`config.mk`:
```
export PLATFORM = sky130hd
export DESIGN_NAME = booth_multiplier
export DESIGN_NICKNAME = d
export VERILOG_FILES = /design/src/rtl/booth_multiplier.sv
export SDC_FILE = /design/constraint.sdc
export NUM_CORES = 1
export LEC_CHECK = 0
export BUFFER_PORTS_ARGS = -buffer_cell sky130_fd_sc_hd__buf_2
export CORE_MARGIN = 5
export CORE_UTILIZATION = 50
export DETAILED_ROUTE_END_ITERATION = 10
export PLACE_DENSITY = 0.83
export REMOVE_ABC_BUFFERS = 1
export SYNTH_ARGS = -nofsm -noshare
export SYNTH_HDL_FRONTEND = slang
export SYNTH_SLANG_ARGS = --single-unit
```
`constraint.sdc`:
```
create_clock -name clk -period 8.9 [get_ports clk]
set_input_delay 2.225 -clock clk [delete_from_list [all_inputs] [get_ports clk]]
set_output_delay 2.225 -clock clk [all_outputs]
set_load 0.1 [all_outputs]
```
`src/rtl/booth_multiplier.sv`:
```
// Sequential signed radix-2 Booth multiplier: one Booth step per clock through a BITS+1-wide prefix adder.
// Optional MUL_OVF_FLAG_EN adds a registered ovf output (product does not fit in BITS signed bits).
module booth_multiplier #(
    parameter int BITS = 32
) (
    input  logic            clk,
    input  logic            clr,
    input  logic            start,
    input  logic [BITS-1:0] multiplicand,
    input  logic [BITS-1:0] multiplier,
    output logic            busy,
    output logic            done,
    output logic [BITS-1:0] product_hi,
`ifdef MUL_OVF_FLAG_EN
    output logic [BITS-1:0] product_lo,
    output logic            ovf
`else
    output logic [BITS-1:0] product_lo
`endif
);

    localparam int AW = BITS + 1;
    localparam int LV = $clog2(AW);
    localparam int CW = $clog2(BITS + 1);

    typedef enum logic [1:0] {
        IDLE = 2'd0,
        RUN  = 2'd1,
        DONE = 2'd2
    } state_t;

    state_t          r_state;
    state_t          w_state_nxt;
    logic            r_busy;
    logic            r_done;
    logic [BITS-1:0] r_m;
    logic [AW-1:0]   r_a;
    logic [BITS-1:0] r_q;
    logic            r_qm1;
    logic [CW-1:0]   r_count;
    logic [BITS-1:0] r_hi;
    logic [BITS-1:0] r_lo;

    logic            w_load;
    logic            w_step;
    logic            w_last;
    logic [AW-1:0]   w_sext_m;
    logic [AW-1:0]   w_addend;
    logic            w_cin;
    logic [AW-1:0]   w_sum;
    logic [AW-1:0]   w_a_sh;
    logic [BITS-1:0] w_q_sh;

    // Kogge-Stone carry-lookahead add; carry-in folded into the bit-0 generate, carry-out dropped.
    function automatic logic [AW-1:0] cla_add(input logic [AW-1:0] x, input logic [AW-1:0] y,
                                              input logic cin);
        logic [AW-1:0] g [0:LV];
        logic [AW-1:0] p [0:LV];
        logic [AW-1:0] c;
        g[0]    = x & y;
        p[0]    = x ^ y;
        g[0][0] = g[0][0] | (p[0][0] & cin);
        for (int lv = 1; lv <= LV; lv++) begin
            for (int i = 0; i < AW; i++) begin
                if (i >= (1 << (lv - 1))) begin
                    g[lv][i] = g[lv-1][i] | (p[lv-1][i] & g[lv-1][i-(1<<(lv-1))]);
                    p[lv][i] = p[lv-1][i] & p[lv-1][i-(1<<(lv-1))];
                end else begin
                    g[lv][i] = g[lv-1][i];
                    p[lv][i] = p[lv-1][i];
                end
            end
        end
        c = {g[LV][AW-2:0], cin};
        return p[0] ^ c;
    endfunction

    assign w_load = start && ((r_state == IDLE) || (r_state == DONE));
    assign w_step = (r_state == RUN);
    assign w_last = w_step && (r_count == CW'(1));

    always_comb begin
        // NOTE: every combinational output gets a default first so no path can infer a latch.
        w_sext_m = {r_m[BITS-1], r_m};
        w_addend = '0;
        w_cin    = 1'b0;
        unique case ({r_q[0], r_qm1})
            2'b01:   w_addend = w_sext_m;
            2'b10: begin
                w_addend = ~w_sext_m;
                w_cin    = 1'b1;
            end
            default: w_addend = '0;
        endcase
        w_sum  = cla_add(r_a, w_addend, w_cin);
        w_a_sh = {w_sum[BITS], w_sum[BITS:1]};
        w_q_sh = {w_sum[0], r_q[BITS-1:1]};
    end

    always_comb begin
        w_state_nxt = r_state;
        unique case (r_state)
            IDLE:    if (start) w_state_nxt = RUN;
            RUN:     if (w_last) w_state_nxt = DONE;
            DONE:    w_state_nxt = start ? RUN : IDLE;
            default: w_state_nxt = IDLE;
        endcase
    end

    // NOTE: state elements use non-blocking assignments so every register samples pre-edge values.
    always_ff @(posedge clk or posedge clr) begin
        if (clr) begin
            r_state <= IDLE;
            r_busy  <= 1'b0;
            r_done  <= 1'b0;
        end else begin
            r_state <= w_state_nxt;
            r_busy  <= (w_state_nxt == RUN);
            r_done  <= (w_state_nxt == DONE);
        end
    end

    // NOTE: clr clears operand and iteration registers too, so an aborted run leaves nothing behind.
    always_ff @(posedge clk or posedge clr) begin
        if (clr) begin
            r_m     <= '0;
            r_a     <= '0;
            r_q     <= '0;
            r_qm1   <= 1'b0;
            r_count <= '0;
            r_hi    <= '0;
            r_lo    <= '0;
        end else if (w_load) begin
            r_m     <= multiplicand;
            r_a     <= '0;
            r_q     <= multiplier;
            r_qm1   <= 1'b0;
            r_count <= CW'(BITS);
        end else if (w_step) begin
            r_a     <= w_a_sh;
            r_q     <= w_q_sh;
            r_qm1   <= r_q[0];
            r_count <= r_count - CW'(1);
            if (w_last) begin
                r_hi <= w_a_sh[BITS-1:0];
                r_lo <= w_q_sh;
            end
        end
    end

`ifdef MUL_OVF_FLAG_EN
    logic r_ovf;

    always_ff @(posedge clk or posedge clr) begin
        if (clr) begin
            r_ovf <= 1'b0;
        end else if (w_last) begin
            r_ovf <= (w_a_sh[BITS-1:0] != {BITS{w_q_sh[BITS-1]}});
        end
    end

    assign ovf = r_ovf;
`endif

    assign busy       = r_busy;
    assign done       = r_done;
    assign product_hi = r_hi;
    assign product_lo = r_lo;

endmodule

```
After elaboration in Yosys (flattened, before gate mapping)

Index checks and enable logic that the tools add are counted.
Widths: inputs -> output; s select.

Input bits: 67
Register bits after elaboration: 172
Output and inout bits: 66

$add $sub $neg: 1
Bitwise operators: 363
Reduce and logical (&&, ||, !) cells: 6
Muxes and demuxes: 14
Equal/unequal tests: 7

Operator list:

| kind                | count |
|---|---|
| $and 1x1->1         | 228 |
| $or 1x1->1          | 130 |
| $mux 33             | 2 |
| $pmux 33 s2         | 1 |
| $xor 33x33->33      | 2 |
| $mux 32             | 2 |
| $not 33->33         | 1 |
| $and 32x32->32      | 1 |
| $mux 6              | 2 |
| $eq 2x1->1 const B  | 3 |
| $eq 2x2->1 const B  | 3 |
| $eq 6x1->1 const B  | 1 |
| $pmux 2 s3          | 1 |
| $sub 6x1->6 const B | 1 |
| $mux 1              | 4 |
| $mux 2              | 2 |
| $reduce_and 3->1    | 1 |
| $logic_and 1x1->1   | 2 |
| $logic_not 2->1     | 1 |
| $reduce_bool 2->1   | 1 |
| $logic_or 1x1->1    | 1 |
| $not 1->1           | 1 |

Depth between registers and ports, before layout

Gate-level depths: netlist (run 1).

Depth after elaboration: 18
Gate-level depth with buffers: 15

Least setup slack after synthesis (run 1)

Ideal clock, no wire load.

Path kind: in2reg
Start: in start
End: reg r_a[6]
Arrival: 3214 ps
Path slack: 5620 ps
Library setup time: 66 ps
Cell stages on the path: 5
Buffers on the path: 2
Cells stage by stage: nor2b_1 -> nor2_1 -> clkbuf_1 -> clkbuf_1 -> a22o_1

Word-level cells in the longest chain between the ends: 2
Elaborated cells between the ends (all ways): 3
Those cells by class: mux: 1; reduce/logical: 2

Ends and longest elaborated chain:

| what                                                | line | RTL |
|---|---|---|
| start, declared                                     | 8    | `input logic start,` |
| $logic_and 1x1->1 *                                 | 78   | `assign w_load = start && ((r_state == IDLE) \|\| (r_state == DONE));` |
| $mux 33 / $reduce_bool 2->1 (equally long branches) | n/a  |  |
| end signal, assigned                                | 140  | `r_a <= w_a_sh;` |
| end, declared                                       | 37   | `logic [AW-1:0] r_a;` |

Every way passes the cells marked *; elsewhere a longest branch is shown, timed or not.
A chain may end at the register's enable or synchronous reset.

Final worst setup path (run 1)

Start: reg r_q[0]
End: reg r_hi[29], in the netlist product_hi[29]

Word-level cells in the longest chain between the ends: 14
Elaborated cells between the ends (all ways): 92
Those cells by class: eq/ne: 2; mux: 2; bitwise: 88

Ends and longest elaborated chain:

| what                                            | line | RTL |
|---|---|---|
| start, declared                                 | 38   | `logic [BITS-1:0] r_q;` |
| start signal, assigned                          | 136  | `r_q <= multiplier;` |
| start signal, assigned                          | 141  | `r_q <= w_q_sh;` |
| $eq 2x2->1 / $eq 2x1->1 (equally long branches) | 87   | `unique case ({r_q[0], r_qm1})` |
| $pmux 33 s2                                     | 87   |  |
| $xor 33x33->33                                  | 61   | `p[0] = x ^ y;` |
| $and 1x1->1                                     | 62   | `g[0][0] = g[0][0] \| (p[0][0] & cin);` |
| $or 1x1->1                                      | 62   |  |
| $and 1x1->1                                     | 66   | `g[lv][i] = g[lv-1][i] \| (p[lv-1][i] & g[lv-1][i-(1<<(lv-1))]);` |
| $or 1x1->1                                      | 66   |  |
| $and 1x1->1                                     | 66   |  |
| $or 1x1->1                                      | 66   |  |
| $and 1x1->1                                     | 66   |  |
| $or 1x1->1                                      | 66   |  |
| $and 1x1->1                                     | 66   |  |
| $or 1x1->1                                      | 66   |  |
| $xor 33x33->33 *                                | 75   | `return p[0] ^ c;` |
| end signal, assigned                            | 145  | `r_hi <= w_a_sh[BITS-1:0];` |
| end, declared                                   | 41   | `logic [BITS-1:0] r_hi;` |

Marks and branches as above.

==> flow_summary.toml, run 1 <==
[timing]
hold_viol = 0
finalSetupTns_ps = 0
tightest_slew_ps = 1050
timing.fmax_mhz = 268
drv_slew = 0
layout_worst_path_cycle_share_pct = 41.9
slew_headroom_pct = 29.7
setup_viol = 0
rsz0062_at_grt = "false"
fin_worst_skew_ps = 11.3
fin_crit_ps = 3730

[synth]
ys_seq_area_share_pct = 50.2
synth_edf_count = 0
yosys_warnings = 0
synth_area_per_cell_um2 = 9.15
synth_cell_type_count = 51
synth_top_area_cell = "dfrtp_1"
async_reset_ff_share_pct = 100
synth_top_area_share_pct = 50.2
ys_top_cells_by_area = "dfrtp_1 (50%), nand2_1 (15%), ha_1 (4.8%)"
syn_area_mm2 = 0.00853
ys_ff_latch = 171
syn_inst = 932
synthFlopType = "dfrtp_1"

[die]
core.rowCount = 47
die_w_um = 141
core_mm2 = 0.0166
fp.dieArea_mm2 = 0.0198
ios = 133
fp.dieH_um = 141
initial_core_util_pct = 51.2

[global_route]
grt_max_degree = 87
grt_pass1_vias = 7169
antenna_found_initial = 1
grt_use_total_pct = 21.6
grt_overflow_total = 0
grt_pass1_wl_um = 34900

[drt]
finalWirelength_um = 21100
drt_pass1_iterations = 5
wire_per_inst_um = 16.6
via_per_inst = 5.52
drc_errors = 0
vias = 7027
drt_iter0_markers = 601
ant_nets = 0

[worst_setup_path]
crit_buf_inv = 2
cp_slowest_cell = "dfrtp_1"
r2r-start = "r_q[0]"
start_kind = "flop"
cp-end-kind = "flop"
critPathMaxFanout = 32
critical-path-max-stage-delay_ps = 420
worstReg2RegEnd = "product_hi[29]"
cpMostUsedCell = "fa_1"
path_cells = "nor2b_2 > buf_4 > nand2_1 > o21ai_0 > fa_1 > inv_1 > fa_1 > nand2b_1 > a21o_1 > a21bo_2 > o21ba_4 > nor4_4 > a211oi_1 > xnor2_1 > mux2_2"
crit_type = "flop to flop"
reg2reg_setup_slack_ps = 5170
worstPathArrival_ps = 4050
crit_family = "compound AO/OA/AOI/OAI gates"
reg2regPathDepth = 15
required_ps = 9220

[cells_and_area]
fin_nets = 1142
synthToLayoutAreaGrowth_pct = 16.8
drive_gt1_share_pct = 20.2

[clocking]
insertion_delay_ps = 440
htreeDepth = 4
cts_resized = 0
cts_root_buf = "clkbuf_16"
clk_path_buf_depth = 2
cts.sinks = 171
numCtsBuffers = 17
post_cts_buffers = 0
clk_pin_slew_worst_paths_ps = 70
cts_tree = "done"
ctsHoldBuffers = 0

[outcome]
status = "finished, final reports clean"

[flow_run]
maxCapViolations = 0

[hold_path]
hold_start = "product_lo[7]"
hold_class = "flop to flop"
whs_endpoint = "product_lo[7]"
holdPathStages = 2

[placed_design]
hpwl_um = 14100
gp_congestion = 0.892
portBuffers = 132
cell usage after synthesis (3+ instances only):
master    instances
and3_1            4
a211oi_1          4
xnor2_1          20
clkbuf_1         42
nand4_1           6
a22o_1           28
dfrtp_1         171
a21o_1           14
o21ai_0          62
and2_1            4
a22oi_1          31
a21oi_1          32
o211ai_1          3
nor2b_1           6
xor2_1           12
ha_1             33
nand2b_1          8
nand3_1           7
a31oi_1           6
inv_1            13
mux2_2           26
nor2_1           22
o21ai_1           3
nand2_1         331
buf_1             4
buf_2             6
a221oi_1          3
layout make-up:
cell class | instances | area, um2
Fill cell | 1386 | 6680
Sequential cell | 171 | 4280
Multi-Input combinational cell | 695 | 4020
Timing Repair Buffer | 141 | 728
Clock buffer | 18 | 439
Tap cell | 220 | 275
Clock inverter | 14 | 163
Inverter | 14 | 57.6
Antenna cell | 1 | 2.50
routing by layer:
metal,wire [um],track usage (%),vias to the layer above
li1,-,-,3384
met1,9430,28.8,3384
met2,10300,35.9,226
met3,927,3.93,33
met4,447,6.78,0
met5,0,0,-
how the worst max path moves through the flow:
| stage | from | endpoint | slack, ps | cells after the start |
|---|---|---|---|---|
| floorplan | clr | busy | 2040 | 1 |
| global placement | clr | r_q[4] | 4880 | 3 |
| detailed placement | clr | product_hi[28] | 4830 | 3 |
| CTS | r_q[0] | product_hi[29] | 5170 | 15 |
| global route | r_q[0] | product_hi[29] | 5010 | 15 |
| finish | r_q[0] | product_hi[29] | 5170 | 15 |
registers in the layout (all words and copies together) (netlist names):
register and count:
r_qm1 1, done 1, r_m 32, product_hi 32
r_count 6, r_a 32, r_q 32, product_lo 32
busy 1, r_state 2
stage by stage:
stage	hold slack (ps)	setup WS [ps]	cell area (um2)	cells	util, %
2_1_floorplan	438	2040	8320	880	-
3_3_place_gp	454	4880	9360	1241	56.2
3_5_place_dp	457	4830	9360	1241	56.2
4_1_cts	474	5170	9960	1273	59.8
5_1_grt	501	5010	9960	1274	59.9
6_report	470	5170	9960	1274	59.9
cells by family after synthesis:
group                    share of synthesized area (%)
adder cells (fa/ha/maj)                           5.31
AND/OR/NAND/NOR                                   19.1
flip-flops                                        50.2
multiplexers                                      3.55
AO/OA/AOI/OAI                                     15.5
buffers and inverters                             2.99
XOR/XNOR                                          3.29
cell usage in the layout, fill, tap and decap left out, types with 5 or more instances in the layout:
master / n
ha_1: 33
nand2b_1: 8
inv_1: 12
o21ai_0: 62
nand4_1: 6
inv_6: 5
buf_4: 9
buf_2: 132
a21o_1: 14
mux2_2: 26
clkbuf_16: 17
a22o_1: 28
a21oi_1: 32
a22oi_1: 31
nand3_1: 7
a31oi_1: 6
dfrtp_1: 171
nor2_1: 21
nand2_1: 331
xor2_1: 12
xnor2_1: 20
worst min-delay path: stages, from the launching register on:
cell     delay [ps]
dfrtp_1         340
nand2_1          50
nand2_1          50
Power of run 1 is left out: the tool's default activity adds up to more than one toggle a clock period on the data nets, which glitch-free logic cannot reach.
==> run 2: changes to the inputs <==
- clock period: 8.9 -> 3.5 ns (I/O delays scaled with it)
==> run 2 against run 1 <==
Clock skew up 1.7 ps. Highest routed layer is now met5. Sequential share of layout area down 0.17 points. Design area up 0.39%. Maximum frequency up 14%. Via count about the same.
==> flow_summary.toml, run 2 (synthesized netlist as in run 1, its figures left out) <==
[cells_and_area]
fill_cells = 1424
synthToLayoutAreaGrowth_pct = 17.3
final_common_cell = "nand2_1"
antenna_cells = 0
final_cell_mix = "nand2_1 (331), dfrtp_1 (171), buf_2 (132)"
fin_nets = 1150
drive_gt1_share_pct = 20.9
stdcell_area_mm2 = 0.0100

[timing]
finalSetupTns_ps = 0
layout_worst_path_cycle_share_pct = 93.8
fin_crit_ps = 3280
hold_viol = 0
slew_headroom_pct = 48.3
tightest_slew_ps = 774
timing.fmax_mhz = 304
drv_slew = 0
fin_worst_skew_ps = 13.0
setup_viol = 0
rsz0062_at_grt = "false"

[placed_design]
hpwl_um = 14900
portBuffers = 132
gp_congestion = 0.932
placedInstanceArea_mm2 = 0.00944

[clocking]
cts_tree = "done"
clk_pin_slew_worst_paths_ps = 70
insertion_delay_ps = 440
cts_resized = 0
cts.sinks = 171
ctsHoldBuffers = 0
cts_root_buf = "clkbuf_16"
htreeDepth = 4
numCtsBuffers = 17
clk_path_buf_depth = 2
post_cts_buffers = 0

[drt]
drc_errors = 0
ant_nets = 0
wire_per_inst_um = 16.7
drt_pass1_iterations = 5
vias = 7031
via_per_inst = 5.49
drt_iter0_markers = 657
finalWirelength_um = 21400

[worst_setup_path]
cp-end-kind = "flop"
critPathMaxFanout = 6
crit_type = "flop to flop"
start_kind = "flop"
required_ps = 3820
reg2reg_setup_slack_ps = 220
worstPathArrival_ps = 3600

[global_route]
antenna_found_initial = 1
grt_pass1_vias = 7038
grt_pass1_wl_um = 35700
grt_overflow_total = 0
grt_max_degree = 74
grt_use_total_pct = 22.2

[die]
ios = 133
initial_core_util_pct = 51.2
fp.dieH_um = 141
fp.dieArea_mm2 = 0.0198
core_mm2 = 0.0166
core.rowCount = 47
die_w_um = 141

[hold_path]
hold_class = "flop to flop"

[outcome]
status = "finished, final reports clean"

[flow_run]
maxCapViolations = 0
run 2: worst paths after layout:
kind	start	endpoint	depth (start not counted)
max	r_qm1	product_hi[29]	13
max in group asynchronous	clr	product_hi[17]	3
min reg2reg	product_lo[29]	product_lo[29]	2
min	product_lo[29]	product_lo[29]	2
min in group asynchronous	clr	r_q[13]	2
max reg2reg	r_qm1	product_hi[29]	13
run 2: cell type report:
| class | instances | area [um2] | area share (%) |
|---|---|---|---|
| repair buffers | 149 | 821 | 8.21 |
| multi-input cells | 695 | 4030 | 40.3 |
| well taps | 220 | 275 | 2.75 |
| clock buffers | 19 | 433 | 4.33 |
| flip-flops and latches | 171 | 4280 | 42.8 |
| clock inverters | 13 | 104 | 1.04 |
| inverters | 14 | 57.6 | 0.576 |
run 2: layer usage:
metal / global-route usage [%] / vias to the layer above / routed length, um
met2: 35.8 / 205 / 10500
met3: 4.74 / 31 / 1050
met4: 6.53 / 2 / 376
li1: - / 3393 / -
met1: 30.5 / 3400 / 9460
met5: 0 / - / 13
run 2: metrics by stage:
step	worst slack, ps	util (%)	hold WS [ps]	std cells
after floorplan	-2010	-	438	880
after global placement	195	56.7	455	1249
after detailed placement	85.3	56.7	458	1249
after CTS	73.6	60.0	474	1281
after global routing	14.6	60.1	501	1281
final	216	60.1	469	1281
run 2: critical path: stages (launching register included):
cell and delay (ps):
dfrtp_1 390, nand2b_2 240, o21ai_2 150, fa_1 210, inv_1 60, fa_1 400
nand2b_1 180, a21o_1 180, a21bo_2 230, o21ba_4 250, nor4_4 330, a211oi_1 140
xnor2_1 150, mux2_2 260
Power of run 2 is left out for the same reason.
==> run 3: changes to the inputs <==
- ABC_AREA: unset -> 1
- CORE_MARGIN: 5 -> unset
- PLACE_DENSITY: 0.83 -> 0.82
==> run 3 against run 2 <==
Non-clock buffer count down 5. Sequential share of layout area down 3.0 points. Synthesized cell count up 36%. First-iteration DRC count down 2.4%. Design area up 7.6%. Maximum frequency up 17%. Largest cell class unchanged. Area after synthesis up 8.6%. Flip-flop and latch count unchanged. Critical path depth up 6. Routed wire length up 11%. Register-to-register slack better by 470 ps. Global-route usage up 3.8 points.
==> flow_summary.toml, run 3 <==
[outcome]
status = "finished, final reports clean"

[worst_setup_path]
worstPathArrival_ps = 3140
critical-path-max-stage-delay_ps = 400
path_cells = "nor2_2 > buf_4 > nand2_1 > o21ai_0 > fa_1 > inv_1 > fa_1 > inv_1 > nand2_1 > nand2_1 > nand3_1 > nand2_1 > nand2_1 > nand2_2 > nand2_1 > nand2_1 > nand2_1 > nand3_1 > nand2_1"
cp-end-kind = "flop"
crit_type = "flop to flop"
start_kind = "flop"
reg2reg_setup_slack_ps = 680
required_ps = 3820
worstReg2RegEnd = "product_hi[31]"
r2r-start = "r_q[0]"
crit_buf_inv = 3
reg2regPathDepth = 19
cp_slowest_cell = "dfrtp_1"
critPathMaxFanout = 32
crit_family = "simple AND/OR/NAND/NOR gates"
cpMostUsedCell = "nand2_1"

[drt]
via_per_inst = 5.11
vias = 8320
drt_iter0_markers = 641
drc_errors = 0
finalWirelength_um = 23700
drt_pass1_iterations = 7
ant_nets = 0
wire_per_inst_um = 14.6

[die]
die_w_um = 138
ios = 133
core_mm2 = 0.0180
initial_core_util_pct = 51.4
fp.dieH_um = 138
core.rowCount = 49
fp.dieArea_mm2 = 0.0191

[cells_and_area]
final_cell_mix = "nand2_1 (547), inv_1 (174), dfrtp_1 (171)"
stdcell_area_mm2 = 0.0108
fill_cells = 1701
synthToLayoutAreaGrowth_pct = 16.3
antenna_cells = 0
drive_gt1_share_pct = 13.7
fin_nets = 1487
final_common_cell = "nand2_1"

[synth]
synth.most_common_cell = "nand2_1"
synth_area_per_cell_um2 = 7.31
synth_top_area_cell = "dfrtp_1"
synth_cell_type_count = 34
ys_ff_latch = 171
ys_seq_area_share_pct = 46.2
synthFlopType = "dfrtp_1"
synth_top_area_share_pct = 46.2
yosys_warnings = 0
synth_top_cells_by_count = "nand2_1 (547), inv_1 (176), dfrtp_1 (171)"
syn_area_mm2 = 0.00926
synth_edf_count = 0
async_reset_ff_share_pct = 100
syn_inst = 1266
ys_top_cells_by_area = "dfrtp_1 (46%), nand2_1 (22%), inv_1 (7.1%)"

[timing]
fin_crit_ps = 2820
timing.fmax_mhz = 355
layout_worst_path_cycle_share_pct = 80.5
slew_headroom_pct = 31.2
tightest_slew_ps = 1030
drv_slew = 0
rsz0062_at_grt = "false"
fin_worst_skew_ps = 12.5
hold_viol = 0
setup_viol = 0
fin_ws_ps = 684
finalSetupTns_ps = 0

[placed_design]
portBuffers = 132
pre_cts_ws_ps = 702
placedInstanceArea_mm2 = 0.0101
gp_congestion = 0.888
hpwl_um = 16600

[global_route]
grt_max_degree = 110
antenna_found_initial = 0
grt_use_total_pct = 26.0
grt_pass1_wl_um = 39900
grt_overflow_total = 0
grt_pass1_vias = 8054

[clocking]
cts_root_buf = "clkbuf_16"
post_cts_buffers = 0
cts_tree = "done"
clk_pin_slew_worst_paths_ps = 60
htreeDepth = 4
insertion_delay_ps = 440
ctsHoldBuffers = 0
cts.sinks = 171
numCtsBuffers = 17
clk_path_buf_depth = 2
cts_resized = 0

[hold_path]
hold_start = "product_hi[18]"
hold_class = "flop to flop"
holdPathStages = 2
whs_endpoint = "product_hi[18]"

[flow_run]
maxCapViolations = 0
==> run 3: changes by cell type after synthesis, sizes merged, moves of 28 or more <==
cell / previous run / this run
a22o: 28 / 0
a22oi: 31 / 2
o21ai: 65 / 95
nand3: 7 / 57
inv: 13 / 178
o221ai: 1 / 31
nand2: 331 / 550
==> run 3: worst max path at each step <==
stage               cells past startpoint        endpoint  startpoint  slack (ps)
finish                                 19  product_hi[31]      r_q[0]         680
floorplan                               1            busy         clr       -2010
CTS                                    19  product_hi[31]      r_q[0]         690
global placement                       19  product_hi[23]      r_q[0]         820
detailed placement                     19  product_hi[31]      r_q[0]         700
global route                           20  product_hi[23]       r_qm1         390
==> run 3: cell type report <==
class | instances | area (um2) | share of cell area [%]
inverters | 178 | 673 | 6.25
clock inverters | 12 | 153 | 1.42
repair buffers | 144 | 776 | 7.21
well taps | 229 | 287 | 2.66
clock buffers | 20 | 467 | 4.34
multi-input cells | 873 | 4130 | 38.4
flip-flops and latches | 171 | 4280 | 39.7
==> run 3: through the flow <==
| step | hold WS (ps) | utilization, % | instances |
|---|---|---|---|
| detailed placement | 461 | 56.3 | 1595 |
| global placement | 461 | 56.3 | 1595 |
| finish | 473 | 59.7 | 1627 |
| floorplan | 455 | - | 1222 |
| global route | 504 | 59.7 | 1627 |
| CTS | 479 | 59.7 | 1627 |
==> run 3: cell families (layout without fill, tap and decap cells) <==
kind of cell | Yosys count | after routing | share of synthesized area [%]
buffers and inverters | 222 | 354 | 9.30
flip-flops | 171 | 171 | 46.2
AO/OA/AOI/OAI | 157 | 157 | 9.95
adder cells (fa/ha/maj) | 35 | 35 | 4.89
AND/OR/NAND/NOR | 669 | 669 | 28.5
XOR/XNOR | 12 | 12 | 1.14
==> run 3: tightest hold or removal path, stage by stage, from the launching register on <==
cell and delay, ps:
dfrtp_1 340, nand2_1 50, nand2_1 50
==> run 3: per-layer routing <==
metal  part of all wire [%]  wire [um]  up-vias  track usage [%]
met5                      0          0        -                0
met2                     47      11100      224             41.8
met3                    4.7       1130       34             4.26
li1                       -          -     4187                -
met4                    2.0        471        0             8.50
met1                     47      11000     3875             35.7
Power of run 3 is left out for the same reason.
